[config.mk]
export PLATFORM = sky130hd
export DESIGN_NAME = alu_req_arbiter
export DESIGN_NICKNAME = d
export VERILOG_FILES = /design/src/rtl/alu_req_arbiter.sv
export SDC_FILE = /design/constraint.sdc
export NUM_CORES = 1
export LEC_CHECK = 0
export CORE_MARGIN = 4
export CORE_UTILIZATION = 39
export DETAILED_ROUTE_END_ITERATION = 12
export PLACE_DENSITY = 0.82
export SETUP_SLACK_MARGIN = 0.3
export SLEW_MARGIN = 5
export SYNTH_ARGS = -nofsm -noshare
export SYNTH_HDL_FRONTEND = slang
export SYNTH_HIERARCHICAL = 1
export SYNTH_SLANG_ARGS = --single-unit
[constraint.sdc]
create_clock -name clk -period 2.5 [get_ports clk]
set_input_delay 0.75 -clock clk [delete_from_list [all_inputs] [get_ports clk]]
set_output_delay 0.75 -clock clk [all_outputs]
set_load 0.01 [all_outputs]
[src/rtl/alu_req_arbiter.sv]
// alu_req_arbiter
//   Shares one combinational ALU between NREQ requesters. A round-robin grant
//   picks one valid requester per IDLE cycle. Its operands are registered onto
//   the ALU drive. The result comes back one cycle later and is returned on a
//   single registered response channel, tagged with the requester id.
//   Divide (opcode 3) by zero is detected here and forced to all-ones with rsp_dz.
// Ports
//   clk, rst_n                  clock, async active-low reset
//   req_valid/req_ready         per-requester handshake (ready one-hot or zero)
//   req_a/req_b/req_op          packed per-requester operands/opcode
//   alu_a/alu_b/alu_opcode      registered ALU drive
//   alu_out                     ALU result
//   rsp_valid/rsp_ready         response handshake
//   rsp_data/rsp_id/rsp_dz      result, requester id, divide-by-zero flag

// Per-requester operand gate: contributes its operands only when granted,
// so the top can OR-reduce all lanes into a one-hot mux.
module alu_req_arbiter_lane #(
  parameter int DW  = 8,
  parameter int OPW = 4
) (
  input  logic           gnt_i,
  input  logic [DW-1:0]  a_i,
  input  logic [DW-1:0]  b_i,
  input  logic [OPW-1:0] op_i,
  output logic [DW-1:0]  a_o,
  output logic [DW-1:0]  b_o,
  output logic [OPW-1:0] op_o
);
  assign a_o  = gnt_i ? a_i  : '0;
  assign b_o  = gnt_i ? b_i  : '0;
  assign op_o = gnt_i ? op_i : '0;
endmodule

module alu_req_arbiter #(
  parameter int NREQ = 4,
  parameter int DW   = 8,
  parameter int OPW  = 4,
  parameter int IDW  = 2
) (
  input  logic              clk,
  input  logic              rst_n,
  input  logic [NREQ-1:0]   req_valid,
  output logic [NREQ-1:0]   req_ready,
  input  logic [NREQ*DW-1:0]  req_a,
  input  logic [NREQ*DW-1:0]  req_b,
  input  logic [NREQ*OPW-1:0] req_op,
  output logic [DW-1:0]     alu_a,
  output logic [DW-1:0]     alu_b,
  output logic [OPW-1:0]    alu_opcode,
  input  logic [DW-1:0]     alu_out,
  output logic              rsp_valid,
  input  logic              rsp_ready,
  output logic [DW-1:0]     rsp_data,
  output logic [IDW-1:0]    rsp_id,
  output logic              rsp_dz
);

  typedef enum logic [1:0] {IDLE, ISSUE, RESP} state_t;

  state_t          state_q, state_d;
  logic [IDW-1:0]  rr_ptr_q, rr_ptr_d;
  logic [IDW-1:0]  id_q, id_d;
  logic [DW-1:0]   alu_a_q, alu_a_d, alu_b_q, alu_b_d;
  logic [OPW-1:0]  alu_op_q, alu_op_d;
  logic            rsp_valid_q, rsp_valid_d;
  logic [DW-1:0]   rsp_data_q, rsp_data_d;
  logic [IDW-1:0]  rsp_id_q, rsp_id_d;
  logic            rsp_dz_q, rsp_dz_d;

  logic [NREQ-1:0] gnt_oh;
  logic [IDW-1:0]  gnt_id;
  logic            gnt_any;
  logic            div_zero;

  logic [NREQ-1:0][DW-1:0]  lane_a, lane_b;
  logic [NREQ-1:0][OPW-1:0] lane_op;
  logic [DW-1:0]            sel_a, sel_b;
  logic [OPW-1:0]           sel_op;

  // Round-robin search starting just after the last served requester.
  // The inner loop keeps every index constant so NREQ need not be a power of 2.
  always_comb begin
    int idx;
    gnt_oh  = '0;
    gnt_id  = '0;
    gnt_any = 1'b0;
    idx     = 0;
    for (int k = 1; k <= NREQ; k++) begin
      idx = int'(rr_ptr_q) + k;
      if (idx >= NREQ) idx = idx - NREQ;
      for (int j = 0; j < NREQ; j++) begin
        if (!gnt_any && idx == j && req_valid[j]) begin
          gnt_any   = 1'b1;
          gnt_oh[j] = 1'b1;
          gnt_id    = IDW'(j);
        end
      end
    end
  end

  for (genvar i = 0; i < NREQ; i++) begin : g_lane
    alu_req_arbiter_lane #(.DW(DW), .OPW(OPW)) u_lane (
      .gnt_i (gnt_oh[i]),
      .a_i   (req_a[i*DW +: DW]),
      .b_i   (req_b[i*DW +: DW]),
      .op_i  (req_op[i*OPW +: OPW]),
      .a_o   (lane_a[i]),
      .b_o   (lane_b[i]),
      .op_o  (lane_op[i])
    );
  end

  always_comb begin
    sel_a  = '0;
    sel_b  = '0;
    sel_op = '0;
    for (int i = 0; i < NREQ; i++) begin
      sel_a  = sel_a  | lane_a[i];
      sel_b  = sel_b  | lane_b[i];
      sel_op = sel_op | lane_op[i];
    end
  end

  assign div_zero  = (alu_op_q == OPW'(3)) && (alu_b_q == '0);
  assign req_ready = (state_q == IDLE) ? gnt_oh : '0;

  always_comb begin
    state_d     = state_q;
    rr_ptr_d    = rr_ptr_q;
    id_d        = id_q;
    alu_a_d     = alu_a_q;
    alu_b_d     = alu_b_q;
    alu_op_d    = alu_op_q;
    rsp_valid_d = rsp_valid_q;
    rsp_data_d  = rsp_data_q;
    rsp_id_d    = rsp_id_q;
    rsp_dz_d    = rsp_dz_q;
    case (state_q)
      IDLE: begin
        if (gnt_any) begin
          alu_a_d  = sel_a;
          alu_b_d  = sel_b;
          alu_op_d = sel_op;
          id_d     = gnt_id;
          state_d  = ISSUE;
        end
      end
      ISSUE: begin
        rsp_valid_d = 1'b1;
        rsp_id_d    = id_q;
        rsp_dz_d    = div_zero;
        rsp_data_d  = div_zero ? '1 : alu_out;
        state_d     = RESP;
      end
      RESP: begin
        if (rsp_ready) begin
          rsp_valid_d = 1'b0;
          rr_ptr_d    = rsp_id_q;  // served requester drops to last priority
          state_d     = IDLE;
        end
      end
      default: state_d = IDLE;
    endcase
  end

  always_ff @(posedge clk or negedge rst_n) begin
    if (!rst_n) begin
      state_q     <= IDLE;
      rr_ptr_q    <= IDW'(NREQ-1);
      id_q        <= '0;
      alu_a_q     <= '0;
      alu_b_q     <= '0;
      alu_op_q    <= '0;
      rsp_valid_q <= 1'b0;
      rsp_data_q  <= '0;
      rsp_id_q    <= '0;
      rsp_dz_q    <= 1'b0;
    end else begin
      state_q     <= state_d;
      rr_ptr_q    <= rr_ptr_d;
      id_q        <= id_d;
      alu_a_q     <= alu_a_d;
      alu_b_q     <= alu_b_d;
      alu_op_q    <= alu_op_d;
      rsp_valid_q <= rsp_valid_d;
      rsp_data_q  <= rsp_data_d;
      rsp_id_q    <= rsp_id_d;
      rsp_dz_q    <= rsp_dz_d;
    end
  end

  assign alu_a      = alu_a_q;
  assign alu_b      = alu_b_q;
  assign alu_opcode = alu_op_q;
  assign rsp_valid  = rsp_valid_q;
  assign rsp_data   = rsp_data_q;
  assign rsp_id     = rsp_id_q;
  assign rsp_dz     = rsp_dz_q;

endmodule

==> flow_metrics.py <==
metrics = {
    "clocking": {
        "clk_pin_slew_worst_paths_ns": 0.08,
        "numCtsBuffers": 5,
        "cts_sinks": 38,
        "clk-insertion-delay-late_ns": 0.29,
        "cts-root-buf": "clkbuf_8",
        "cts_buffer_depth": 2,
        "cts_tree": "done",
        "cts_hold_buf": 0,
        "h-tree-depth": 2,
    },
    "finish": {
        "multi_input_area_um2": 1664,
        "drive_gt1_share_pct": 32.39,
        "seqCellArea_um2": 953.4,
        "areaGrowthSynthToFinish_pct": 91.90,
        "antenna_cells": 0,
        "final_area_um2": 4536,
        "nets": 520,
        "fillCellCount": 405,
        "fin_cells": 501,
    },
    "synth": {
        "netlist_instances": 272,
        "yosysWarnings": 6,
        "synthTopCellsByArea": "dfrtp_1 38%, and2_1 16%, a21oi_1 7.2%, nor2_1 6.5%, and2_2 6.4%",
        "synth_fp_nets": 367,
        "syn_area_um2": 2364,
        "ys_seq_elements": 38,
        "synth_top_area_cell": "dfrtp_1",
        "synth.distinct_cells": 32,
        "ys_seq_area_share_pct": 40.34,
        "syn_area_per_cell_um2": 8.689,
        "synth_top_area_share_pct": 38.12,
    },
    "sta": {
        "worst_slew_pin_slew_ns": 0.8370,
        "setup_tns_ns": -0.2077,
        "hold_viol": 0,
        "fmax_mhz": 393.5,
        "finClkSkew_ns": 0.004984,
        "final_max_slew_viol_count": 0,
        "finalCritPeriodShare_pct": 101.7,
        "min_period_ns": 2.542,
        "setup_viol_count_final": 10,
        "rsz0062_at_grt": "true",
        "layout_setup_ws_ns": -0.04160,
        "max-slew-margin-rel_pct": 44.20,
    },
    "floorplanning": {
        "core_area_um2": 5886,
        "die_area_um2": 7369,
        "start_util_pct": 40.16,
        "dieWidth_um": 85.85,
        "die_h_um": 85.85,
        "num_io_pins": 131,
        "std_cell_rows": 28,
    },
    "routing": {
        "wl_per_cell_um": 17.10,
        "vias": 2575,
        "drc": 0,
        "drt_iter0_drc": 94,
        "vias_per_cell": 5.140,
        "drt_first_pass_iters": 4,
        "antenna_left": 0,
        "wl_um": 8567,
    },
    "placement": {
        "dpl_cell_area_um2": 3792,
        "io_buffers": 130,
        "dp_cells": 476,
        "post-dp-hpwl_um": 5512,
        "place.gp.congestion": 0.8726,
    },
    "power_and_ir_drop": {
        "powerDensity_nw_per_um2": 1007,
        "p_leak_uw": 0.001865,
        "ir_worst_vdd_v": 0.0005663,
        "finalPower_uw": 4567,
    },
    "grt": {
        "grt_pass1_vias": 2707,
        "overflow": 0,
        "grt_use_total_pct": 22.49,
        "grt_antenna_before_repair": 0,
        "grt_pass1_wl_um": 13020,
        "grt_max_degree": 45,
    },
    "setup_path": {
        "cp.required_ns": 2.67,
        "crit_buf_inv": 11,
        "crit_type": "in -> reg",
        "startpoint_type": "input port",
        "crit_slowest_cell": "o31ai_4",
        "crit_path_frequent_cell": "buf_6",
        "cp-end-kind": "register",
        "crit_family": "buffers and inverters",
        "cp_cell_sequence": "buf_8 -> nor2b_4 -> nor3_4 -> o31ai_4 -> buf_4 -> buf_6 -> buf_6 -> buf_6 -> buf_6 -> buf_6 -> clkinvlp_4 -> buf_6 -> buf_6 -> buf_12 -> and2_4 -> nor4_4 -> a21oi_1",
        "crit_arrival_ns": 2.72,
        "crit_fanout": 5,
        "crit_path_max_incr_delay_ns": 0.23,
    },
    "run": {
        "maxCapViolations": 0,
    },
    "run_status": {
        "violations": "setup timing",
        "outcome": "complete, but fails checks",
    },
    "min_path": {
        "hp-class": "reg -> reg",
    },
}
[timing repair]
item / in CTS / in global routing
setup buffers: 16 / 0
gates resized for setup: 112 / 27
setup endpoints to repair: 24 / 24
endpoints found under the hold margin: 0 / 0
pin swaps: 23 / 23
gates cloned: 1 / 0
[per-stage QoR]
step	util, %	hold slack (ns)	setup slack, ns
2_1_floorplan	-	0.4544	0.3204
3_3_place_gp	64.43	0.4975	-0.6841
3_5_place_dp	64.43	0.5118	-0.7403
4_1_cts	74.40	0.5312	-0.02467
5_1_grt	77.06	0.5519	-0.1255
6_report	77.06	0.5229	-0.04160
[worst paths after layout]
check,end,start,cells past startpoint,slack [ns]
setup / recovery,alu_a[6],req_valid[1],17,-0.04
hold / removal,rsp_id[1],id_q[1],1,0.52
setup reg to reg,alu_a[6],rr_ptr_q[1],16,-0.03
hold reg to reg,rsp_id[1],id_q[1],1,0.52
max in group asynchronous,state_q[1],rst_n,1,1.41
min in group asynchronous,alu_b[3],rst_n,1,0.55
[final cells by class]
class                      instances  area share [%]
clock buffer                       5           1.517
inverter                           6          0.5793
sequential                        38           21.02
multi-input combinational        209           36.69
clock inverter                     3          0.9931
timing repair buffer             165           37.13
tap                               75           2.069
[where the power goes]
part	leakage [uW]	internal (uW)	total, uW	switching [uW]
combinational	0.00138	1580	2820	1240
sequential	0.000432	942	1220	277
clock	0.0000504	297	529	232
total	0.00186	2820	4570	1750
[routing by layer]
| layer | vias up | part of all wire (%) | global-route usage [%] |
|---|---|---|---|
| met2 | 96 | 51 | 39.97 |
| met4 | 0 | 2.6 | 8.489 |
| li1 | 1221 | - | - |
| met5 | - | 0 | 0 |
| met1 | 1240 | 40 | 26.12 |
| met3 | 18 | 6.2 | 5.379 |
[state kept, by name (all words and copies together), names as in the netlist]
| signal | cells |
|---|---|
| id_q | 2 |
| rsp_id | 2 |
| alu_a | 8 |
| rsp_data | 8 |
| alu_opcode | 4 |
| rsp_valid | 1 |
| state_q | 2 |
| rr_ptr_q | 2 |
| alu_b | 8 |
| rsp_dz | 1 |
[synth_stat cells]
cell type	instances
dfstp_2	2
and3_1	1
inv_1	6
a31oi_1	1
a2111oi_1	1
nor2b_2	1
o21ai_0	3
buf_6	8
nor2b_1	2
nor3_4	1
buf_2	9
o311ai_0	1
o211ai_1	1
or2_2	1
mux2_2	5
clkbuf_1	1
and2_2	20
a21oi_1	34
nor3b_1	2
and2_1	60
buf_4	1
nor3_1	5
a21boi_1	1
nand3b_1	1
dfrtp_1	36
nor4bb_1	1
nor4_1	22
nor4_2	1
nor2_1	41
o31ai_1	1
nand2_1	1
o221a_2	1
[cell usage in the layout, fill, tap and decap left out, types with 2 or more instances in the layout]
cell               n
mux2_2             5
nor2b_1            2
clkdlybuf4s50_1  121
nor4_4            18
nor2_1            39
dfrtp_1           36
inv_2              2
buf_4             13
nor4_1             2
and2_1            45
buf_12             5
clkinvlp_4         3
nor4_2             3
nor3_4             3
o21ai_0            3
nor3_2             2
a21oi_2            8
clkbuf_8           5
inv_1              3
buf_2              6
and2_2            15
dfstp_2            2
and2_4            20
a21oi_1           26
buf_6             18
[cells by family after synthesis]
| family | Yosys count | share of synthesized area, % |
|---|---|---|
| flops | 38 | 40.34 |
| compound gates | 44 | 10.32 |
| simple gates | 160 | 39.81 |
| mux | 5 | 2.382 |
| buf+inv | 25 | 7.147 |
[worst register-to-register path, stage by stage, from the launching register on]
cell and delay, ns:
dfstp_2 0.60, buf_6 0.13, nor3_4 0.04, o31ai_4 0.23
buf_4 0.15, buf_6 0.08, buf_6 0.08, buf_6 0.08
buf_6 0.08, buf_6 0.09, clkinvlp_4 0.10, buf_6 0.13
buf_6 0.13, buf_12 0.13, and2_4 0.14, nor4_4 0.13
a21oi_1 0.09
Note: power is estimated with default switching activity, not from simulation.
